==> config.mk <==
export PLATFORM = sky130hd
export DESIGN_NAME = pe_mailbox_hub
export DESIGN_NICKNAME = d
export VERILOG_FILES = /design/src/rtl/pe_mailbox_hub_pkg.sv /design/src/rtl/pe_mailbox_hub_msg_fifo.sv /design/src/rtl/pe_mailbox_hub.sv
export SDC_FILE = /design/constraint.sdc
export NUM_CORES = 1
export LEC_CHECK = 0
export ABC_CLOCK_PERIOD_IN_PS = 9100
export CAP_MARGIN = 20
export CORE_AREA = 2 2 231 233
export CTS_CLUSTER_DIAMETER = 80
export DETAILED_ROUTE_END_ITERATION = 8
export DIE_AREA = 0 0 233 235
export PLACE_DENSITY = 0.75
export SLEW_MARGIN = 20
export SYNTH_ARGS = -nofsm -noshare
export SYNTH_HDL_FRONTEND = slang
export SYNTH_HIERARCHICAL = 1
export SYNTH_SLANG_ARGS = --single-unit
==> constraint.sdc <==
create_clock -name clk -period 9.1 [get_ports clk]
set_clock_uncertainty 0.05 [all_clocks]
set_input_delay 1.82 -clock clk [delete_from_list [all_inputs] [get_ports clk]]
set_output_delay 1.82 -clock clk [all_outputs]
set_load 0.005 [all_outputs]
==> src/rtl/pe_mailbox_hub_pkg.sv <==
// Shared message layout helpers and message-type encodings for the PE mailbox hub.
// Field offsets are derived from the field widths so every consumer agrees on the layout.
package pe_mailbox_hub_pkg;

  typedef enum logic [2:0] {
    MSG_NONE    = 3'd0,
    MSG_REQUEST = 3'd1,
    MSG_REPLY   = 3'd2,
    MSG_TRANSIT = 3'd3,
    MSG_TERM    = 3'd4
  } msg_type_e;

  // Layout MSB->LSB: rcv_row, rcv_col, src_row, src_col, brk_row, brk_col,
  // timestamp, cost, max_hops, msg_type.
  function automatic int msg_width(input int cord_w, input int ts_w, input int cost_w,
                                   input int hop_w, input int type_w);
    return 6 * cord_w + ts_w + cost_w + hop_w + type_w;
  endfunction

  function automatic int hops_lsb(input int type_w);
    return type_w;
  endfunction

  function automatic int rcv_row_lsb(input int msg_w, input int cord_w);
    return msg_w - cord_w;
  endfunction

  function automatic int rcv_col_lsb(input int msg_w, input int cord_w);
    return msg_w - 2 * cord_w;
  endfunction

endpackage

==> src/rtl/pe_mailbox_hub_msg_fifo.sv <==
// Per-link synchronous FIFO with occupancy count, wrap-around pointers and a clear input.
// The head entry is presented combinationally so the hub can inspect it before popping.
module msg_fifo #(
  parameter int WIDTH = 8,
  parameter int DEPTH = 4
) (
  input  logic                     clk,
  input  logic                     reset,
  input  logic                     clear,
  input  logic                     push,
  input  logic [WIDTH-1:0]         push_data,
  input  logic                     pop,
  output logic [WIDTH-1:0]         head,
  output logic [$clog2(DEPTH):0]   count
);

  localparam int AW = $clog2(DEPTH);

  logic [WIDTH-1:0] mem [DEPTH];
  logic [AW-1:0]    wr_ptr;
  logic [AW-1:0]    rd_ptr;

  // DEPTH is a power of two, so pointers wrap naturally on overflow.
  always_ff @(posedge clk) begin
    if (reset || clear) begin
      wr_ptr <= '0;
      rd_ptr <= '0;
      count  <= '0;
    end else begin
      if (push) wr_ptr <= wr_ptr + 1'b1;
      if (pop)  rd_ptr <= rd_ptr + 1'b1;
      case ({push, pop})
        2'b10:   count <= count + 1'b1;
        2'b01:   count <= count - 1'b1;
        default: count <= count;
      endcase
    end
  end

  always_ff @(posedge clk) begin
    if (push) mem[wr_ptr] <= push_data;
  end

  assign head = mem[rd_ptr];

endmodule

==> src/rtl/pe_mailbox_hub.sv <==
// Input mailbox stage of a lattice PE: one FIFO per neighbour link, round-robin delivery
// to the core through a single output slot, and discard of expired transit messages.
module pe_mailbox_hub
  import pe_mailbox_hub_pkg::*;
#(
  parameter int NUM_PORTS       = 4,
  parameter int FIFO_DEPTH      = 4,
  parameter int CORDINATE_WIDTH = 4,
  parameter int TIMESTAMP_WIDTH = 4,
  parameter int COST_WIDTH      = 4,
  parameter int MAX_HOP_WIDTH   = 4,
  parameter int MSG_TYPE_WIDTH  = 3,
  parameter int MSG_WIDTH       = msg_width(CORDINATE_WIDTH, TIMESTAMP_WIDTH, COST_WIDTH,
                                            MAX_HOP_WIDTH, MSG_TYPE_WIDTH),
  parameter int DROP_CNT_WIDTH  = 8
) (
  input  logic                           clk,
  input  logic                           reset,
  input  logic                           flush,
  input  logic [CORDINATE_WIDTH-1:0]     ROW_ID,
  input  logic [CORDINATE_WIDTH-1:0]     COL_ID,
  input  logic [NUM_PORTS*MSG_WIDTH-1:0] in_value,
  input  logic [NUM_PORTS-1:0]           in_valid,
  output logic [NUM_PORTS-1:0]           in_ready,
  output logic [MSG_WIDTH-1:0]           out_value,
  output logic [$clog2(NUM_PORTS)-1:0]   out_port,
  output logic                           out_valid,
  input  logic                           out_ready,
  output logic                           hub_empty,
  output logic [DROP_CNT_WIDTH-1:0]      drop_count
);

  localparam int PORT_W  = $clog2(NUM_PORTS);
  localparam int CNT_W   = $clog2(FIFO_DEPTH) + 1;
  localparam int ROW_LSB = rcv_row_lsb(MSG_WIDTH, CORDINATE_WIDTH);
  localparam int COL_LSB = rcv_col_lsb(MSG_WIDTH, CORDINATE_WIDTH);
  localparam int HOP_LSB = hops_lsb(MSG_TYPE_WIDTH);

  logic [CNT_W-1:0]     count [NUM_PORTS];
  logic [MSG_WIDTH-1:0] head  [NUM_PORTS];
  logic [NUM_PORTS-1:0] nonempty;
  logic [NUM_PORTS-1:0] push;
  logic [NUM_PORTS-1:0] pop;
  logic [PORT_W-1:0]    rr_ptr;
  logic [PORT_W-1:0]    grant_idx;
  logic [PORT_W-1:0]    cand;
  logic                 grant_found;
  logic                 grant;
  logic                 loadable;
  logic                 drop;
  logic [MSG_WIDTH-1:0] grant_msg;

  // Handshakes: a transfer happens on a rising edge where valid and ready are both high;
  // a producer holding valid keeps its data stable until ready, and ready never waits on valid.
  for (genvar p = 0; p < NUM_PORTS; p++) begin : g_port
    assign nonempty[p] = (count[p] != '0);
    assign in_ready[p] = (count[p] < CNT_W'(FIFO_DEPTH)) && !flush;
    assign push[p]     = in_valid[p] && in_ready[p];
    assign pop[p]      = grant && (grant_idx == PORT_W'(p));

    msg_fifo #(
      .WIDTH (MSG_WIDTH),
      .DEPTH (FIFO_DEPTH)
    ) u_fifo (
      .clk       (clk),
      .reset     (reset),
      .clear     (flush),
      .push      (push[p]),
      .push_data (in_value[p*MSG_WIDTH +: MSG_WIDTH]),
      .pop       (pop[p]),
      .head      (head[p]),
      .count     (count[p])
    );
  end

  // Scan from farthest to nearest after rr_ptr so the nearest non-empty port wins last.
  always_comb begin
    grant_found = 1'b0;
    grant_idx   = rr_ptr;
    cand        = '0;
    for (int i = NUM_PORTS; i >= 1; i--) begin
      cand = PORT_W'((int'(rr_ptr) + i) % NUM_PORTS);
      if (nonempty[cand]) begin
        grant_found = 1'b1;
        grant_idx   = cand;
      end
    end
  end

  assign loadable  = !out_valid || out_ready;
  assign grant     = grant_found && loadable && !flush;
  assign grant_msg = head[grant_idx];

  // Expired transit message: no hops left and not addressed to this PE.
  assign drop = (grant_msg[HOP_LSB +: MAX_HOP_WIDTH] == '0) &&
                ((grant_msg[ROW_LSB +: CORDINATE_WIDTH] != ROW_ID) ||
                 (grant_msg[COL_LSB +: CORDINATE_WIDTH] != COL_ID));

  always_ff @(posedge clk) begin
    if (reset) begin
      out_valid  <= 1'b0;
      out_value  <= '0;
      out_port   <= '0;
      drop_count <= '0;
      rr_ptr     <= PORT_W'(NUM_PORTS - 1);
    end else if (flush) begin
      out_valid <= 1'b0;
      out_value <= '0;
      out_port  <= '0;
    end else begin
      if (grant) begin
        rr_ptr <= grant_idx;
        if (drop && (drop_count != '1)) drop_count <= drop_count + DROP_CNT_WIDTH'(1);
      end
      if (grant && !drop) begin
        out_valid <= 1'b1;
        out_value <= grant_msg;
        out_port  <= grant_idx;
      end else if (out_ready) begin
        out_valid <= 1'b0;
      end
    end
  end

  assign hub_empty = !out_valid && (nonempty == '0);

endmodule

==> After elaboration in Yosys (flattened, before gate mapping) <==
Memories as Yosys holds them, arrays and structs flattened. A register that Yosys moved wholly into a read port is not among the register bits.
Cells that the tools add are included.
{ "classes": {"n_eq_ne": 14, "order_cmp": 9, "bitwise_logic": 2, "n_mux": 41, "n_reduce_logical": 39, "addsub": 21} }
{ "ops": {"columns": ["operator", "count"], "rows": [
  ["binary-select mux 39 bit (select 2 bit)", 1],
  ["2-to-1 mux 39 bit", 2],
  ["2-to-1 mux 2 bit", 12],
  ["case mux 3 bit (2 select lines)", 4],
  ["adder 2 x 1 -> 2 bit (second input constant)", 10],
  ["logical AND 1 bit", 18],
  ["2-to-1 mux 1 bit", 18],
  ["adder 3 x 1 -> 3 bit (second input constant)", 4],
  ["equality test 2 bit (second input constant)", 6],
  ["less-than comparator 2 x 3 -> 1 bit (second input constant)", 4],
  ["less-than comparator 3 bit (second input constant)", 4],
  ["nonzero test 3 bit", 4],
  ["subtractor 3 x 1 -> 3 bit (second input constant)", 4],
  ["equality test 2 x 1 -> 1 bit (second input constant)", 5],
  ["nonzero test 2 bit", 5],
  ["adder 8 x 1 -> 8 bit (second input constant)", 1],
  ["binary-select mux 1 bit (select 2 bit)", 4],
  ["zero test 4 bit", 2],
  ["inequality test 4 bit", 2],
  ["inequality test 8 bit (second input constant)", 1],
  ["adder 2 bit (second input constant)", 2],
  ["greater-or-equal comparator 3 bit (second input constant)", 1],
  ["zero test 1 bit", 3],
  ["logical OR 1 bit", 3],
  ["other kinds (6)", 6]
]} }
{ "word_totals": {"reg_bits": 80, "ram_bits": 624, "n_memories": 4, "wordCells": 147, "in_bits": 172} }
{ "memory_table": {"columns": ["memory", "depth", "width", "read_ports", "rd_clocked_by_memory_dff", "wr", "line_no", "rtl"], "rows": [
  ["g_port[0].u_fifo.mem", 4, 39, 1, 1, 1, "pe_mailbox_hub_msg_fifo.sv:19", "logic [WIDTH-1:0] mem [DEPTH];"],
  ["g_port[1].u_fifo.mem", 4, 39, 1, 1, 1, "pe_mailbox_hub_msg_fifo.sv:19", null],
  ["g_port[2].u_fifo.mem", 4, 39, 1, 1, 1, "pe_mailbox_hub_msg_fifo.sv:19", null],
  ["g_port[3].u_fifo.mem", 4, 39, 1, 1, 1, "pe_mailbox_hub_msg_fifo.sv:19", null]
]} }

==> Logic depth before layout (Yosys ltp) <==
{ "logic_depth": {"word_depth": 17, "mapped_depth": 14, "depth_no_buf": 11} }

==> Modules after synthesis <==
Netlist, hierarchy kept.
{ "modules_own_cells": {"columns": ["mod", "cells_per_inst", "area_per_inst_um2", "instances"], "rows": [
  ["msg_fifo at g_port[0].u_fifo ...", 245, 6037.0, 3],
  ["msg_fifo at g_port[1].u_fifo", 249, 6047.0, 1],
  ["pe_mailbox_hub", 605, 4309.1, 1]
]} }

==> Worst setup path before layout <==
OpenSTA, ideal clock, no wires.
{ "synth_path": {"path_type": "input -> register", "startpoint": "input port flush", "endpoint": "register g_port[1].u_fifo.count[2]", "required_time_ns": 8.980, "arrival_ns": 4.066, "setup_slack_ns": 4.914, "stages": 10, "path_buffers": 2, "cell_sequence": "or3_1 -> clkbuf_1 -> clkbuf_1 -> nor3_1 -> ha_1 -> inv_1 -> fa_1 -> xor2_1 -> or3_1 -> a21oi_1"} }
{ "synth_via": {"elab_chain_cells": 5, "word_cells_on_any_way": 10, "classes_between": "eq/ne: 2; mux: 1; reduce/logical: 7"} }
{ "synth_rtl": {"columns": ["element", "line_no", "rtl"], "rows": [
  ["start, declared", "pe_mailbox_hub.sv:19", "input logic flush,"],
  ["zero test 1 bit *", "pe_mailbox_hub.sv:91", "assign grant = grant_found && loadable && !flush;"],
  ["logical AND 1 bit *", "pe_mailbox_hub.sv:91", null],
  ["logical AND 1 bit *", "pe_mailbox_hub.sv:59", "assign pop[p] = grant && (grant_idx == PORT_W'(p));"],
  ["named net pop[1]", "pe_mailbox_hub.sv:43", "logic [NUM_PORTS-1:0] pop;"],
  ["equality test 2 x 1 -> 1 bit or equality test 2 bit (tied branches)", "pe_mailbox_hub_msg_fifo.sv:32", "case ({push, pop})"],
  ["case mux 3 bit (2 select lines) or nonzero test 2 bit (tied branches)", null, null],
  ["end signal, assigned", "pe_mailbox_hub_msg_fifo.sv:33", "2'b10: count <= count + 1'b1;"],
  ["end signal, assigned", "pe_mailbox_hub_msg_fifo.sv:34", "2'b01: count <= count - 1'b1;"],
  ["end signal, assigned", "pe_mailbox_hub_msg_fifo.sv:35", "default: count <= count;"],
  ["end, declared", "pe_mailbox_hub_msg_fifo.sv:14", "output logic [$clog2(DEPTH):0] count"]
]} }
The timed path passes the listed nets; every way through them passes the cells marked *.
A chain may end at the register's enable or synchronous reset.

==> Worst setup path in the final report <==
{ "layout_path": {"startpoint": "input port flush", "endpoint": "output port in_ready[0]"} }
{ "layout_via": {"elab_chain_cells": 2} }
{ "layout_rtl": {"columns": ["element", "line_no", "rtl"], "rows": [
  ["zero test 1 bit", "pe_mailbox_hub.sv:57", "assign in_ready[p] = (count[p] < CNT_W'(FIFO_DEPTH)) && !flush;"],
  ["logical AND 1 bit", "pe_mailbox_hub.sv:57", null],
  ["end, declared", "pe_mailbox_hub.sv:24", "output logic [NUM_PORTS-1:0] in_ready,"]
]} }
Every way passes these cells.

==> qor.csv <==
stage,metric,value,unit
die,core area,52200,um^2
timing,Least-Margin Pin Slew,1.12,ns
route,via count,15700,
timing,RSZ-0062 raised after global routing,no,
critical_path,Critical Path Fanout Max,11,
route,WL met1,28200,um
die,Site Rows,84,
timing,WHS,0.428,ns
critical_path,worst r2r src,rr_ptr[1]$_SDFFE_PP1P_,
route,1st-iter DRT viols,1934,
global_routing,number of global-route vias before repair,15200,
cells_and_area,nets@finish,2008,
clock_tree,clock tree sinks,712,
clock_tree,H-Tree Depth,3,
synth,synth unique cells,63,
cells_and_area,Layout area overhead,17.8,%
synth,YS warnings,6,
timing,Period minus WS final,5.03,ns
clock_tree,root buffer cell,clkbuf_16,
placed_design,Final GP Congestion,0.849,
status,status,"finished, final reports clean",
route,Top Layer Used,met5,
power,leakage power,10.7,nW
power,PwrDens,217,nW/um^2
clock_tree,TritonCTS clock tree,built,
route,DRT Wirelength,68100,um
power,VDD IR-drop max,0.130,mV
global_routing,GRT Overall Usage,0.251,
clock_tree,worst skew pair latency,0.62,ns
route,DR WL met3,5820,um
synth,Post-Syn Nets,1786,
clock_tree,CTS Hold Bufs,0,
critical_path,CP startpoint kind,input pin,
clock_tree,clock-pin slew on the worst setup and hold paths,0.06,ns
cells_and_area,share of layout cells above drive strength 1,0.188,
critical_path,CP Class,in2out,
synth,Synth Flop Type,edfxtp_1,
hold_path,hold path cells,2,
global_routing,first-pass GRT wire length,99400,um
placed_design,IO buf count,226,
synth,"top cells by area, synth","edfxtp_1 66%, mux4_2 12%, dfxtp_1 6.2%, nand2_1 1.6%, nand3_1 1.1%",
synth,Synth Instances,1589,
critical_path,flop2flop setup slack,4.18,ns
critical_path,R2R depth,10,
synth,post-synth top area share,0.658,
route,Routed Antenna Nets,0,
die,die height,235,um
hold_path,Hold Crit Start,out_value[35]$_SDFFE_PP0P_,
synth,top cell type by total area after synthesis,edfxtp_1,
route,met2 WL post-DR,31600,um
global_routing,pin count of the biggest net entering global routing,66,
die,Initial Utilization,0.545,
timing,TNS Setup,0,ns
clock_tree,Post-CTS Resized,0,
power,internal power,5.56,mW
power,switch share,0.236,
synth,syn_area_per_cell,17.9,um^2
critical_path,"Data required, critical path",7.23,ns
synth,Yosys reg bits,712,
cells_and_area,FILL cells,3503,
power,Sw Pwr,1.72,mW
route,drt first pass iters,5,
timing,Slew HR,0.253,
timing,Max Fclk,199,MHz
critical_path,Critical R2R Capture,drop_count[7]$_SDFFE_PP0P_,
critical_path,"Arr. time, crit path",3.16,ns
synth,Synth async-reset ratio,0,
placed_design,post-DP HPWL,43600,um
die,Chip Width,233,um
die,Ports,227,
synth,"EDFF count, synth",624,
hold_path,Worst Hold End,out_value[35]$_SDFFE_PP0P_,
power,Logic pwr share,0.108,
timing,Slew Limit Fails,0,
clock_tree,Clock Tree Buf Depth,3,
critical_path,Crit. End Element,output port,
route,vias per cell,6.11,
timing,Setup-failing EPs final,0,
power,Clk pwr share,0.392,
timing,Final Hold Fails,0,
clock_tree,Setup Buffers After CTS,0,
synth,sequential share of the synthesized area,0.720,
synth,Post-Syn Area,28500,um^2
timing,Final period util,0.553,
run,# Max-Cap Violations,0,
global_routing,initial antenna violation count,12,
route,routed len/inst,26.5,um
route,drt drc,0,
clock_tree,clock buffer count from CTS,72,
global_routing,total grt overflow,0,
power,Seq pwr share,0.500,
hold_path,HP Class,reg2reg,
die,die area,54800,um^2
## critical path, stage by stage
cell	delay [ns]
clkdlybuf4s50_1	0.60
nor2_1	0.21
clkdlybuf4s50_1	0.53
## cell usage in the layout, fill, tap and decap left out, types with 5 or more instances in the layout
master | Yosys | routed
a2111oi_2 | 5 | 5
a211oi_1 | 15 | 15
a21oi_1 | 54 | 54
and2_1 | 27 | 11
and2_2 | 1 | 12
and2_4 | 1 | 6
and4_1 | 9 | 9
buf_4 | 10 | 19
clkbuf_1 | 47 | 22
clkbuf_16 | 0 | 77
clkdlybuf4s50_1 | 0 | 226
clkinv_1 | 0 | 12
clkinv_2 | 0 | 8
dfxtp_1 | 88 | 84
diode_2 | 0 | 10
edfxtp_1 | 624 | 624
ha_1 | 21 | 21
inv_1 | 28 | 28
mux2_2 | 6 | 6
mux2i_1 | 15 | 15
mux4_2 | 156 | 156
nand2_1 | 118 | 118
nand3_1 | 64 | 64
nand4_1 | 31 | 31
nor2_1 | 55 | 55
nor3_1 | 8 | 7
nor3_2 | 6 | 7
nor4_2 | 6 | 6
o211ai_1 | 26 | 26
o211ai_2 | 7 | 7
o21ai_0 | 29 | 28
o21ai_1 | 14 | 14
or2_2 | 9 | 9
or3_1 | 7 | 6
xnor2_1 | 11 | 11
xor2_1 | 9 | 9
## kinds of logic after synthesis
group,count (synthesis),share of synthesized area
XOR/XNOR,20,0.00615
AO/OA/AOI/OAI,173,0.0438
buffers and inverters,125,0.0231
flip-flops,712,0.720
adder cells (fa/ha/maj),25,0.0120
AND/OR/NAND/NOR,356,0.0634
multiplexers,178,0.131
## registers in the layout (all words and copies together) (netlist names), named ones only
signal                count
g_port.u_fifo/mem       624
out_value                39
g_port.u_fifo/count      12
drop_count                8
g_port.u_fifo/rd_ptr      8
g_port.u_fifo/wr_ptr      8
out_port                  2
rr_ptr                    2
out_valid                 1
## final cells by class
class / count / area [um^2] / share of cell area
Antenna cell: 10 / 25.0 / 0.000746
Clock buffer: 99 / 2010 / 0.0599
Clock inverter: 31 / 263 / 0.00783
Inverter: 28 / 105 / 0.00313
Multi-Input combinational cell: 752 / 7370 / 0.220
Sequential cell: 712 / 20500 / 0.611
Tap cell: 688 / 861 / 0.0257
Timing Repair Buffer: 245 / 2400 / 0.0717
## power groups by stage
stage	Sequential (mW)	Clock (mW)	Combinational, mW
global placement	3.71	0	0.760
finish	3.64	2.85	0.783
global route	3.64	3.01	0.828
CTS	3.64	2.89	0.779
detailed placement	3.71	0	0.771
floorplan	3.70	0	0.447
## how the worst max path moves through the flow
stage                                                   endpoint                   start  cells after the start
after detailed placement  g_port[1].u_fifo/count[2]$_SDFFE_PP0P_                   flush                     10
after CTS                                            in_ready[0]                   flush                      3
final                                                in_ready[0]                   flush                      3
after global routing                  drop_count[7]$_SDFFE_PP0P_  rr_ptr[1]$_SDFFE_PP1P_                     10
after floorplan           g_port[1].u_fifo/count[2]$_SDFFE_PP0P_                   flush                     10
after global placement    g_port[1].u_fifo/count[2]$_SDFFE_PP0P_                   flush                     10
## stage by stage
step / instance area (um^2) / total power [mW] / std cells / setup WS, ns / util
global route: 33500 / 7.48 / 2563 / 3.84 / 0.642
finish: 33500 / 7.28 / 2565 / 4.07 / 0.642
global placement: 31200 / 4.47 / 2425 / 4.05 / 0.598
detailed placement: 31200 / 4.48 / 2425 / 3.98 / 0.598
CTS: 33500 / 7.31 / 2555 / 4.06 / 0.642
floorplan: 28500 / 4.14 / 1589 / 4.91 / -
## routing by layer
layer,up-vias,GRT usage
met2,665,0.366
met4,4,0.109
met3,91,0.0458
li1,6770,-
met1,8152,0.373
met5,-,0
## synth_stat cells, types with 21 or more instances
| cell type | n |
|---|---|
| and2_1 | 27 |
| edfxtp_1 | 624 |
| inv_1 | 28 |
| a21oi_1 | 54 |
| nand2_1 | 118 |
| nor2_1 | 55 |
| dfxtp_1 | 88 |
| clkbuf_1 | 47 |
| buf_2 | 21 |
| o211ai_1 | 26 |
| nand4_1 | 31 |
| o21ai_0 | 29 |
| ha_1 | 21 |
| nand3_1 | 64 |
| mux4_2 | 156 |
(Power assumes the default switching activity.)
